--- src/rtl/wh_output_allocator.sv ---
// Wormhole output-port allocator: round-robin grant locked head-to-tail, with credit-based
// flow control towards the downstream input FIFO.
module wh_output_allocator #(
  parameter int unsigned CREDITS = 4,
  parameter int unsigned CNT_W   = 3
) (
  input  logic             clk,
  input  logic             reset,
  input  logic [4:0]       req,
  input  logic [4:0]       head,
  input  logic [4:0]       tail,
  input  logic             credit_ret,
  output logic [4:0]       gnt,
  output logic [2:0]       sel,
  output logic             fwd_valid,
  output logic [CNT_W-1:0] credit_cnt,
  output logic             busy,
  output logic             credit_err
);

  localparam int unsigned NumPorts = 5;
  localparam logic [CNT_W-1:0] CreditMax = CNT_W'(CREDITS);

  typedef enum logic [0:0] {StIdle, StLocked} allocStateT;

  allocStateT       stateQ, stateD;
  logic [4:0]       gntQ, gntD;
  logic [2:0]       selQ, selD;
  logic             busyQ, busyD;
  logic [2:0]       rrPtrQ, rrPtrD;
  logic [CNT_W-1:0] creditQ, creditD;
  logic             errQ, errD;

  logic [4:0] eligible;
  logic       found;
  logic [2:0] winner;
  logic [3:0] cand;
  logic       hasCredit;
  logic       fwd;
  logic       pktDone;
  logic       grantNow;

  assign eligible  = req & head;
  assign hasCredit = (creditQ != '0);

  // Round-robin search starting just after the last released owner.
  always_comb begin
    found  = 1'b0;
    winner = '0;
    cand   = '0;
    for (int unsigned k = 1; k <= NumPorts; k++) begin
      cand = {1'b0, rrPtrQ} + 4'(k);
      if (cand >= 4'(NumPorts)) begin
        cand = cand - 4'(NumPorts);
      end
      if (!found && eligible[cand[2:0]]) begin
        found  = 1'b1;
        winner = cand[2:0];
      end
    end
  end

  assign fwd      = (stateQ == StLocked) && req[selQ] && hasCredit;
  assign pktDone  = fwd && tail[selQ];
  assign grantNow = (stateQ == StIdle) && found && hasCredit;

  // State register
  always_ff @(posedge clk or negedge reset) begin
    if (!reset) begin
      stateQ  <= StIdle;
      gntQ    <= '0;
      selQ    <= '0;
      busyQ   <= 1'b0;
      rrPtrQ  <= 3'd4;
      creditQ <= CreditMax;
      errQ    <= 1'b0;
    end else begin
      stateQ  <= stateD;
      gntQ    <= gntD;
      selQ    <= selD;
      busyQ   <= busyD;
      rrPtrQ  <= rrPtrD;
      creditQ <= creditD;
      errQ    <= errD;
    end
  end

  // Next-state logic
  always_comb begin
    stateD = stateQ;
    unique case (stateQ)
      StIdle:   if (grantNow) stateD = StLocked;
      StLocked: if (pktDone)  stateD = StIdle;
      default:  stateD = StIdle;
    endcase
  end

  // Registered grant bookkeeping; sel is left alone on release so the mux stays steady.
  always_comb begin
    gntD   = gntQ;
    selD   = selQ;
    busyD  = busyQ;
    rrPtrD = rrPtrQ;
    if (grantNow) begin
      gntD  = 5'b00001 << winner;
      selD  = winner;
      busyD = 1'b1;
    end else if (pktDone) begin
      gntD   = '0;
      busyD  = 1'b0;
      rrPtrD = selQ;
    end
  end

  // Credit counter: a forward and a return in the same cycle cancel out.
  always_comb begin
    creditD = creditQ;
    errD    = errQ;
    case ({fwd, credit_ret})
      2'b10: creditD = creditQ - CNT_W'(1);
      2'b01: begin
        if (creditQ == CreditMax) begin
          errD = 1'b1;
        end else begin
          creditD = creditQ + CNT_W'(1);
        end
      end
      default: ;
    endcase
  end

  // Outputs
  always_comb begin
    gnt        = gntQ;
    sel        = selQ;
    busy       = busyQ;
    fwd_valid  = fwd;
    credit_cnt = creditQ;
    credit_err = errQ;
  end

  assert property (@(posedge clk) disable iff (!reset) $onehot0(gntQ));
  assert property (@(posedge clk) disable iff (!reset) busyQ == (gntQ != '0));
  assert property (@(posedge clk) disable iff (!reset) creditQ <= CreditMax);
  assert property (@(posedge clk) disable iff (!reset)
                   (stateQ == StLocked && !pktDone) |=> $stable(gntQ));

endmodule

--- config.mk ---
export PLATFORM = sky130hd
export DESIGN_NAME = wh_output_allocator
export DESIGN_NICKNAME = d
export VERILOG_FILES = /design/src/rtl/wh_output_allocator.sv
export SDC_FILE = /design/constraint.sdc
export NUM_CORES = 1
export LEC_CHECK = 0
export CAP_MARGIN = 15
export CORE_MARGIN = 10
export CORE_UTILIZATION = 49
export DETAILED_ROUTE_END_ITERATION = 10
export PLACE_DENSITY = 0.77
export SLEW_MARGIN = 20
export SYNTH_ARGS = -nofsm -noshare
export SYNTH_HDL_FRONTEND = slang
export SYNTH_SLANG_ARGS = --single-unit
--- constraint.sdc ---
create_clock -name clk -period 3 [get_ports clk]
set_clock_uncertainty 0.05 [all_clocks]
set_input_delay 0.6 -clock clk [delete_from_list [all_inputs] [get_ports clk]]
set_output_delay 0.6 -clock clk [all_outputs]
set_load 0.02 [all_outputs]
Yosys cells after proc, flatten, opt, wreduce, memory -nomap -nowiden
Index checks and enable logic that the tools add are counted.

Bits in registers: 17. Output and inout port bits: 14.

Reduce and logical (&&, ||, !) cells: 19. Equality and inequality tests: 4. Add/sub/neg operators: 12. Shift-type cells: 1. Bitwise operators: 3. Order comparisons: 11. Multiplexer cells: 38.

Operator list (number): $mux 3 (11); $lt 3x4->1 const B (6); $bmux 1 s3 (7); $ge 4x3->1 const B (5); $mux 1 (16); $sub 3x3->3 const B (5); $mux 5 (2); $logic_and 1x1->1 (9); $add 3x2->4 const B (2); $add 3x3->4 const B (2); $pmux 3 s2 (1); $reduce_and 2->1 (3); $and 5x5->5 (1); $shl 1x3->5 const A (1); $add 3x1->4 const B (1); $logic_not 1->1 (4); $reduce_bool 2->1 (2); $add 3x1->3 const B (1); $eq 3x3->1 const B (1); $reduce_bool 3->1 (1); $sub 3x1->3 const B (1); $eq 2x1->1 const B (1); $eq 2x2->1 const B (1); $ne 2x2->1 const B (1); 2 further kinds (3).

Depth between registers and ports, before layout
Gate-level depths: netlist of the first run.

Word-level depth: 22. Depth in mapped cells: 14. Mapped depth without buffers: 13.

Worst setup path after synthesis of the first run
Ideal clock, no wire load.

Path kind: register to register. From: register rrPtrQ[1]. To: register gntQ[1], in the netlist gnt[1]. Setup slack: -0.294 ns. Buffers on the path: 3. Stages on the path, launching flop included: 13. Data arrival time: 3.123 ns. Cells stage by stage: dfrtp_1 -> clkbuf_1 -> inv_1 -> ha_1 -> buf_2 -> buf_2 -> xnor2_1 -> mux4_2 -> o21ai_1 -> inv_2 -> a311oi_2 -> nor2_1 -> a22o_1.

Cells in the longest elaborated chain, start to end: 21. Elaborated cells between the ends (all ways): 53. Classes of those cells: add/sub (10); order compare (5); shift (1); mux (26); reduce/logical (11).

RTL lines: start, declared (line 30) `logic [2:0] rrPtrQ, rrPtrD;`; start signal, assigned (line 82) `rrPtrQ <= rrPtrD;`; $add 3x1->4 (line 52) `cand = {1'b0, rrPtrQ} + 4'(k);`; $ge 4x3->1 / $sub 3x3->3 (equally long branches) (line 53, 54); $mux 3 (line 53) `if (cand >= 4'(NumPorts)) begin`; $bmux 1 s3 (line 56) `if (!found && eligible[cand[2:0]]) begin`; $mux 1 (not written as such) (line 56); $mux 1 (line 56); $logic_not 1->1 (line 56); $logic_and 1x1->1 (line 56); [... 4 more ...]; $logic_not 1->1 (line 56); $logic_and 1x1->1 (line 56); $mux 1 (line 56); $logic_not 1->1 (line 56); $logic_and 1x1->1 (line 56); $mux 1 (line 56); $logic_and 1x1->1 (2 in a row) (line 65) `assign grantNow = (stateQ == StIdle) && found && hasCredit;`; $mux 5 / $reduce_bool 2->1 (equally long branches); end signal, assigned (line 79) `gntQ <= gntD;`; end, declared (line 27) `logic [4:0] gntQ, gntD;`.

Parallel ways exist; a longest one is shown, timed or not. The select of a mux whose other input is x is not followed. A chain may end at the register's enable or synchronous reset.

Worst setup path after layout of the first run
From: register rrPtrQ[2]. To: register gntQ[0], in the netlist gnt[0].

The elaborated chain is that of the path after synthesis.

==> impl_metrics.json, run 1 <==
{
  "ant_nets": 0,
  "async_reset_ff_frac": 1.00,
  "grt_setup_unrepaired": "yes",
  "cp-end-kind": "register",
  "dieArea_sq_um": 7020,
  "gp_congestion": 0.960,
  "drv_cap": 0,
  "ctsHoldBuffers": 0,
  "synth-edff-count": 0,
  "grt_pass1_wl_um": 10600,
  "netlist.area_leader.share": 0.188,
  "numCtsBuffers": 3,
  "diodes": 0,
  "status": "finished with violations",
  "yosysWarnings": 0,
  "maxSlewViolCount": 0,
  "seq_area_frac_synth": 0.215,
  "vias": 2459,
  "firstDrtPassIters": 5,
  "routedWlPerCell_um": 19.3,
  "cpMostUsedCell": "buf_6",
  "layout_min_cycle_time_ns": 3.07,
  "worst_slew_pin_slew_ns": 0.778,
  "cts.clk_slew.worst_paths_ns": 0.07,
  "syn-instance-count": 240,
  "final_cell_mix": "buf_4, nand2_1, clkdlybuf4s50_1",
  "critPathRequiredTime_ns": 3.12,
  "crit_start": "rrPtrQ[2]",
  "slowest_delay_ns": 0.63,
  "area_growth_pct": 60.3,
  "ys.flop_type": "dfrtp_1",
  "final_common_cell": "buf_4",
  "clockBufferDepth": 2,
  "worst_slack_ns": -0.0669,
  "grtUsageTotal": 0.175,
  "fp.coreArea_sq_um": 3970,
  "wl_um": 7470,
  "hold_slack_ns": 0.436,
  "cts_root_buffer": "clkbuf_8",
  "critPathLaunchType": "register",
  "critPathKind": "reg2reg",
  "final-setup-viol-count": 6,
  "drt_first_iter_violations": 223,
  "routed_via_density": 6.35,
  "drive_gt1_frac": 0.421,
  "yosysUniqueCellTypes": 62,
  "clock-sinks": 17,
  "syn_avg_cell_area_sq_um": 8.30,
  "io_pins": 32,
  "worstHoldStart": "credit_err",
  "period_share": 1.02,
  "place_inst": 376,
  "die_h_um": 83.8,
  "cp.arrival_ns": 3.18,
  "grt_pass1_vias": 2271,
  "htree_levels": 1,
  "grt_max_degree": 18,
  "fin_cells": 387,
  "r2r_start": "rrPtrQ[2]",
  "path_max_fanout": 5,
  "port_buffers": 31,
  "hold_violations": 0,
  "synth.net_count": 270,
  "violations": "setup timing",
  "rows": 23,
  "setup_tns_ns": -0.210,
  "clk_latency_ns": 0.26,
  "grt-ovfl-total": 0,
  "cts_tree": "done",
  "max_freq_mhz": 326,
  "crit_chain": "buf_6 -> and3b_2 -> o31ai_4 -> xor2_2 -> mux2_4 -> and4_4 -> buf_6 -> nor3b_2 -> o22ai_1 -> buf_4 -> nand3_4 -> o31ai_2",
  "synth.cell_area_sq_um": 1990,
  "fill_cells": 226,
  "drc": 0,
  "dp_hpwl_um": 5050,
  "critical_path.slowest_cell": "dfstp_2",
  "min_path_type": "reg2reg",
  "yosys_register_bits": 17,
  "antenna_found_initial": 0,
  "final-seq-area_sq_um": 430,
  "multi_input_area_sq_um": 1730,
  "synth_top_area_cell": "dfrtp_1",
  "synth_area_leaders": "dfrtp_1, ha_1, nand2_1, o21ai_0, mux4_2",
  "initial_core_util": 0.502,
  "nets": 368,
  "fp.dieW_um": 83.8,
  "slew_headroom": 0.480
}
state kept, by name (all words and copies together) (netlist names):
signal	cells
stateQ	1
sel	3
busy	1
rrPtrQ	3
credit_err	1
credit_cnt	3
gnt	5
cells by family after synthesis:
kind of cell               count (synthesis)  synth area share
adders and majority gates                 12            0.0829
DFF                                       17             0.215
AOI/OAI and AO/OA                         74             0.257
and+or+nand+nor                           93             0.240
buffers and inverters                     23            0.0571
xor gates and xnor gates                   4            0.0308
muxes                                     17             0.117
final cells by class:
| cell class | count | area share |
|---|---|---|
| inverter | 15 | 0.0192 |
| clock inverter | 1 | 0.00157 |
| multi-input combinational | 200 | 0.542 |
| tap | 50 | 0.0196 |
| sequential | 17 | 0.135 |
| timing repair buffer | 101 | 0.270 |
| clock buffer | 3 | 0.0129 |
repair_timing:
item / CTS / global route
gates cloned: 0 / 0
setup buffers: 4 / 4
setup endpoints to repair: 12 / 12
pin swaps: 6 / 21
resized for setup: 21 / 48
hold endpoints to repair: 0 / 0
path summary, 6_finish.rpt:
check	end	slack, ns	depth (start not counted)
max	gnt[0]	-0.07	12
min	credit_err	0.44	1
max reg2reg	gnt[0]	-0.07	12
min reg2reg	credit_err	0.44	1
max in group asynchronous	rrPtrQ[1]	1.61	1
min in group asynchronous	stateQ	0.75	1
per-stage QoR:
stage,cell area [sq um],setup slack [ns],util
after CTS,2950,0.0179,0.743
after detailed placement,2830,-0.377,0.713
after global placement,2830,-0.320,0.713
final,3190,-0.0669,0.804
after global routing,3190,-0.201,0.804
after floorplan,2060,0.0213,-
layer usage:
| layer | track usage | routed length (um) | part of all wire |
|---|---|---|---|
| met2 | 0.291 | 3430 | 0.46 |
| met1 | 0.221 | 3110 | 0.42 |
| met5 | 0 | 0 | 0 |
| met3 | 0.0342 | 604 | 0.081 |
| met4 | 0.0502 | 319 | 0.043 |
Yosys cell counts (3+ instances only):
library cell / instances
nand2b_1: 6
mux4_2: 4
a32oi_1: 3
a21o_1: 3
nand2_1: 26
nand3b_1: 4
o21bai_1: 3
buf_6: 3
ha_1: 10
nor3_1: 6
nor4_1: 3
nor2b_1: 5
mux2i_1: 8
mux2_2: 3
o22ai_1: 3
nor3b_1: 3
dfrtp_1: 15
a21oi_1: 16
nand4_1: 3
o21ai_0: 19
buf_2: 4
nand3_1: 11
o21a_1: 3
nor2_1: 16
inv_1: 13
critical path, delay by kind of cell, from the launching register on:
| kind | cells | cell delay (ns) |
|---|---|---|
| compound gates | 3 | 0.61 |
| xor+xnor | 1 | 0.26 |
| buf+inv | 3 | 0.46 |
| flops | 1 | 0.63 |
| mux | 1 | 0.34 |
| simple gates | 4 | 0.65 |
Power of run 1 is not shown: default switching activity piles up to over one toggle a cycle in this logic, so the estimate is an artifact.
==> run 2: changes to the inputs <==
--- a/config.mk
+++ b/config.mk
@@ -10,6 +10,7 @@
 export CORE_UTILIZATION = 49
 export DETAILED_ROUTE_END_ITERATION = 10
 export PLACE_DENSITY = 0.77
+export RECOVER_POWER = 100
 export SLEW_MARGIN = 20
 export SYNTH_ARGS = -nofsm -noshare
 export SYNTH_HDL_FRONTEND = slang
==> run 2 against run 1 <==
The run still ends with setup timing left. Register-to-register slack barely moved. Non-clock buffer count did not move. Worst setup slack barely moved. Cell area did not move. Critical path type unchanged. Largest cell class unchanged.
==> impl_metrics.json, run 2 (synthesized netlist as in run 1, its figures left out) <==
{
  "drt_first_iter_violations": 223,
  "ctsHoldBuffers": 0,
  "layout_min_cycle_time_ns": 3.07,
  "drive_gt1_frac": 0.421,
  "critPathRequiredTime_ns": 3.12,
  "utilization": 0.804,
  "worstHoldStart": "credit_err",
  "final-setup-viol-count": 6,
  "reg2reg_slack_ns": -0.07,
  "period_share": 1.02,
  "clock-sinks": 17,
  "critPathKind": "reg2reg",
  "status": "finished with violations",
  "min_path_type": "reg2reg",
  "max_freq_mhz": 326,
  "clk_latency_ns": 0.26,
  "drc": 0,
  "grt_max_degree": 18,
  "cts.clk_slew.worst_paths_ns": 0.07,
  "worstRegToRegCells": 12,
  "violations": "setup timing",
  "r2r-end": "gnt[0]",
  "ant_nets": 0,
  "grt-ovfl-total": 0,
  "initial_core_util": 0.502,
  "cts_tree": "done",
  "cp-end-kind": "register",
  "slew_headroom": 0.473,
  "rows": 23,
  "wl_um": 7450,
  "cts_root_buffer": "clkbuf_8",
  "io_pins": 32,
  "dieArea_sq_um": 7020,
  "cp.arrival_ns": 3.18,
  "drv_cap": 0,
  "htree_levels": 1,
  "port_buffers": 31,
  "grt_pass1_vias": 2271,
  "routedWlPerCell_um": 19.3,
  "diodes": 0,
  "min_delay_path_depth": 1,
  "path_max_fanout": 5,
  "antenna_found_initial": 0,
  "r2r_start": "rrPtrQ[2]",
  "final_common_cell": "buf_4",
  "fill_cells": 226,
  "worst_slack_ns": -0.0667,
  "vias": 2450,
  "largest_reg_flops": 5,
  "setup_tns_ns": -0.224,
  "final_cell_mix": "buf_4, nand2_1, dlygate4sd3_1",
  "nets": 368,
  "area_growth_pct": 60.3,
  "maxSlewViolCount": 0,
  "die_h_um": 83.8,
  "routed_via_density": 6.33,
  "firstDrtPassIters": 5,
  "worst_slew_pin_slew_ns": 0.788,
  "grt_pass1_wl_um": 10600,
  "hold-path-endpoint": "credit_err",
  "gp_congestion": 0.960,
  "dp_hpwl_um": 5050,
  "grt_setup_unrepaired": "yes",
  "fp.dieW_um": 83.8,
  "clockBufferDepth": 2,
  "critPathLaunchType": "register",
  "fp.coreArea_sq_um": 3970,
  "dp_slack_ns": -0.377,
  "grtUsageTotal": 0.175,
  "numCtsBuffers": 3,
  "hold_violations": 0
}
run 2: cell types whose count changed in the layout (fill, tap and decap cells not counted), sizes merged:
cell,before,now
clkdlybuf4s50,26,12
dlygate4sd3,0,14
run 2: stage by stage:
step	hold slack [ns]	cells	instance area, sq um
floorplan	0.254	240	2060
global placement	0.411	376	2830
detailed placement	0.425	376	2830
CTS	0.440	383	2950
global route	0.466	387	3190
finish	0.432	387	3190
run 2: area by class of cell:
cell class	instances	area, sq um	area share
Multi-Input combinational cell	200	1730	0.542
Clock inverter	1	5.00	0.00157
Timing Repair Buffer	101	863	0.270
Sequential cell	17	430	0.135
Inverter	15	61.3	0.0192
Tap cell	50	62.6	0.0196
Clock buffer	3	41.3	0.0129
run 2: layer usage:
metal | part of all wire | vias to the layer above | track usage | routed length [um]
met3 | 0.086 | 37 | 0.0342 | 639
met1 | 0.41 | 1167 | 0.221 | 3060
met5 | 0 | - | 0 | 0
li1 | - | 1080 | - | -
met4 | 0.037 | 0 | 0.0502 | 279
met2 | 0.47 | 166 | 0.291 | 3470
run 2: worst max path at each step:
stage              start            end  slack [ns]  depth (start not counted)
4_1_cts        rrPtrQ[0]         gnt[0]        0.02                         15
6_report       rrPtrQ[2]         gnt[0]       -0.07                         12
3_5_place_dp      req[3]  credit_cnt[1]       -0.38                         10
5_1_grt        rrPtrQ[0]         gnt[1]       -0.20                         14
3_3_place_gp      req[3]      fwd_valid       -0.32                          6
2_1_floorplan  rrPtrQ[1]         gnt[1]        0.02                         13
run 2: critical path, stage by stage, from the launching register on:
cell and delay (ns):
dfstp_2 0.63, buf_6 0.16, and3b_2 0.22, o31ai_4 0.21
xor2_2 0.26, mux2_4 0.34, and4_4 0.20, buf_6 0.12
nor3b_2 0.14, o22ai_1 0.16, buf_4 0.18, nand3_4 0.09
o31ai_2 0.24
run 2: repair_timing:
action                                  CTS  global route
gates resized for setup                  21            48
buffers inserted                          4             4
endpoints found under the setup margin   12            12
pin swaps                                 6            21
Power of run 2 is left out for the same reason.
==> run 3: changes to the inputs <==
--- a/config.mk
+++ b/config.mk
@@ -11,6 +11,7 @@
 export DETAILED_ROUTE_END_ITERATION = 10
 export PLACE_DENSITY = 0.77
 export RECOVER_POWER = 100
+export SKIP_CTS_REPAIR_TIMING = 1
 export SLEW_MARGIN = 20
 export SYNTH_ARGS = -nofsm -noshare
 export SYNTH_HDL_FRONTEND = slang
==> run 3 against run 2 <==
The flow still finishes with violations (setup timing). Sequential share of layout area increased by 0.53 points. Cell area shrank 3.8%. Fmax about the same. Hold slack improved by 0.0013 ns. Final cell count fell by 0.26%. Count of clock-buffer cells in the layout is the same. Via count fell by 6.6%. Wire length is 11% lower. Global-route usage fell by 0.52 points. Sequential cell count did not move. First-iteration DRC count down 48%. Critical path type unchanged. Critical endpoint is now gnt[4].
==> impl_metrics.json, run 3 (synthesized netlist as in run 1, its figures left out) <==
{
  "status": "finished with violations",
  "violations": "setup timing",
  "hold_violations": 0,
  "antenna_found_initial": 0,
  "dpl-instance-area_sq_um": 2830,
  "drive_gt1_frac": 0.378,
  "cp.arrival_ns": 3.15,
  "fp.dieW_um": 83.8,
  "layout_min_cycle_time_ns": 3.06,
  "port_buffers": 31,
  "fill_cells": 258,
  "worst_slew_pin_slew_ns": 0.776,
  "numCtsBuffers": 3,
  "dp_hpwl_um": 5050,
  "worst_slack_ns": -0.0637,
  "cts_root_buffer": "clkbuf_8",
  "gp_congestion": 0.960,
  "grt_pass1_vias": 2190,
  "diodes": 0,
  "cp-end-kind": "register",
  "clk_latency_ns": 0.25,
  "utilization": 0.774,
  "grt_pass1_wl_um": 10300,
  "drt_first_iter_violations": 115,
  "vias": 2288,
  "critPathRequiredTime_ns": 3.09,
  "area_growth_pct": 54.2,
  "nets": 367,
  "firstDrtPassIters": 4,
  "path_max_fanout": 8,
  "critPathLaunchType": "register",
  "routed_via_density": 5.93,
  "grt-ovfl-total": 0,
  "initial_core_util": 0.502,
  "max_freq_mhz": 326,
  "ant_nets": 0,
  "wl_um": 6670,
  "critical_path.slowest_cell": "mux4_2",
  "grt_setup_unrepaired": "yes",
  "io_pins": 32,
  "final-setup-viol-count": 4,
  "final_common_cell": "buf_4",
  "hold_slack_ns": 0.433,
  "slowest_delay_ns": 0.54,
  "maxSlewViolCount": 0,
  "grtUsageTotal": 0.170,
  "htree_levels": 1,
  "clockBufferDepth": 2,
  "min_path_type": "reg2reg",
  "rows": 23,
  "drv_cap": 0,
  "cts.clk_slew.worst_paths_ns": 0.07,
  "final_area_sq_um": 3070,
  "period_share": 1.02,
  "dp_slack_ns": -0.377,
  "clock-sinks": 17,
  "crit_chain": "buf_6 -> ha_4 -> buf_4 -> nand2b_1 -> o21ai_4 -> xnor2_4 -> mux4_2 -> o21ai_2 -> inv_2 -> a311o_2 -> a31o_2",
  "drc": 0,
  "routedWlPerCell_um": 17.3,
  "final_cell_mix": "buf_4, nand2_1, o21ai_0",
  "cts_tree": "done",
  "die_h_um": 83.8,
  "fp.coreArea_sq_um": 3970,
  "dieArea_sq_um": 7020,
  "grt_max_degree": 18,
  "slew_headroom": 0.481,
  "critPathKind": "reg2reg",
  "largest_reg_flops": 5
}
-- run 3: cell types whose count changed in the layout (fill, tap and decap cells not counted), moves of 3 or more --
| cell | before | now |
|---|---|---|
| ha_4 | 5 | 1 |
| ha_1 | 4 | 7 |
| dlygate4sd2_1 | 3 | 0 |
| clkbuf_1 | 0 | 3 |
| buf_6 | 9 | 5 |
| o21ai_1 | 5 | 2 |
| o21ai_0 | 13 | 17 |
-- run 3: critical path, delay by kind of cell (launching register included) --
family	cells	cell delay [ns]
AOI/OAI and AO/OA	4	1.05
xor gates and xnor gates	1	0.20
adders and majority gates	1	0.16
buffers and inverters	3	0.35
DFF	1	0.45
muxes	1	0.54
and+or+nand+nor	1	0.16
-- run 3: stage by stage --
step | TNS [ns] | instances
floorplan | 0 | 240
global placement | -2.17 | 376
detailed placement | -2.60 | 376
CTS | -1.12 | 380
global route | -0.803 | 386
finish | -0.141 | 386
-- run 3: cell type report --
type / count / area (sq um) / share of cell area
inverters: 15 / 61.3 / 0.0200
clock buffers: 3 / 41.3 / 0.0134
well taps: 50 / 62.6 / 0.0204
multi-input cells: 200 / 1630 / 0.532
flip-flops and latches: 17 / 430 / 0.140
clock inverters: 1 / 5.00 / 0.00163
repair buffers: 100 / 838 / 0.273
-- run 3: path summary, 6_finish.rpt --
check | startpoint | to | slack [ns] | cells past startpoint
worst max-delay path | rrPtrQ[0] | gnt[4] | -0.06 | 11
worst min-delay path | credit_err | credit_err | 0.43 | 1
worst max register to register | rrPtrQ[0] | gnt[4] | -0.06 | 11
worst min register to register | credit_err | credit_err | 0.43 | 1
max in group asynchronous | reset | rrPtrQ[1] | 1.54 | 1
min in group asynchronous | reset | stateQ | 0.82 | 1
-- run 3: metal layers --
| layer | part of all wire | GRT usage | vias up |
|---|---|---|---|
| met5 | 0 | 0 | - |
| met4 | 0.014 | 0.0441 | 0 |
| met3 | 0.069 | 0.0381 | 14 |
| met2 | 0.48 | 0.279 | 107 |
| met1 | 0.44 | 0.216 | 1082 |
| li1 | - | - | 1085 |
Power of run 3 is left out for the same reason.
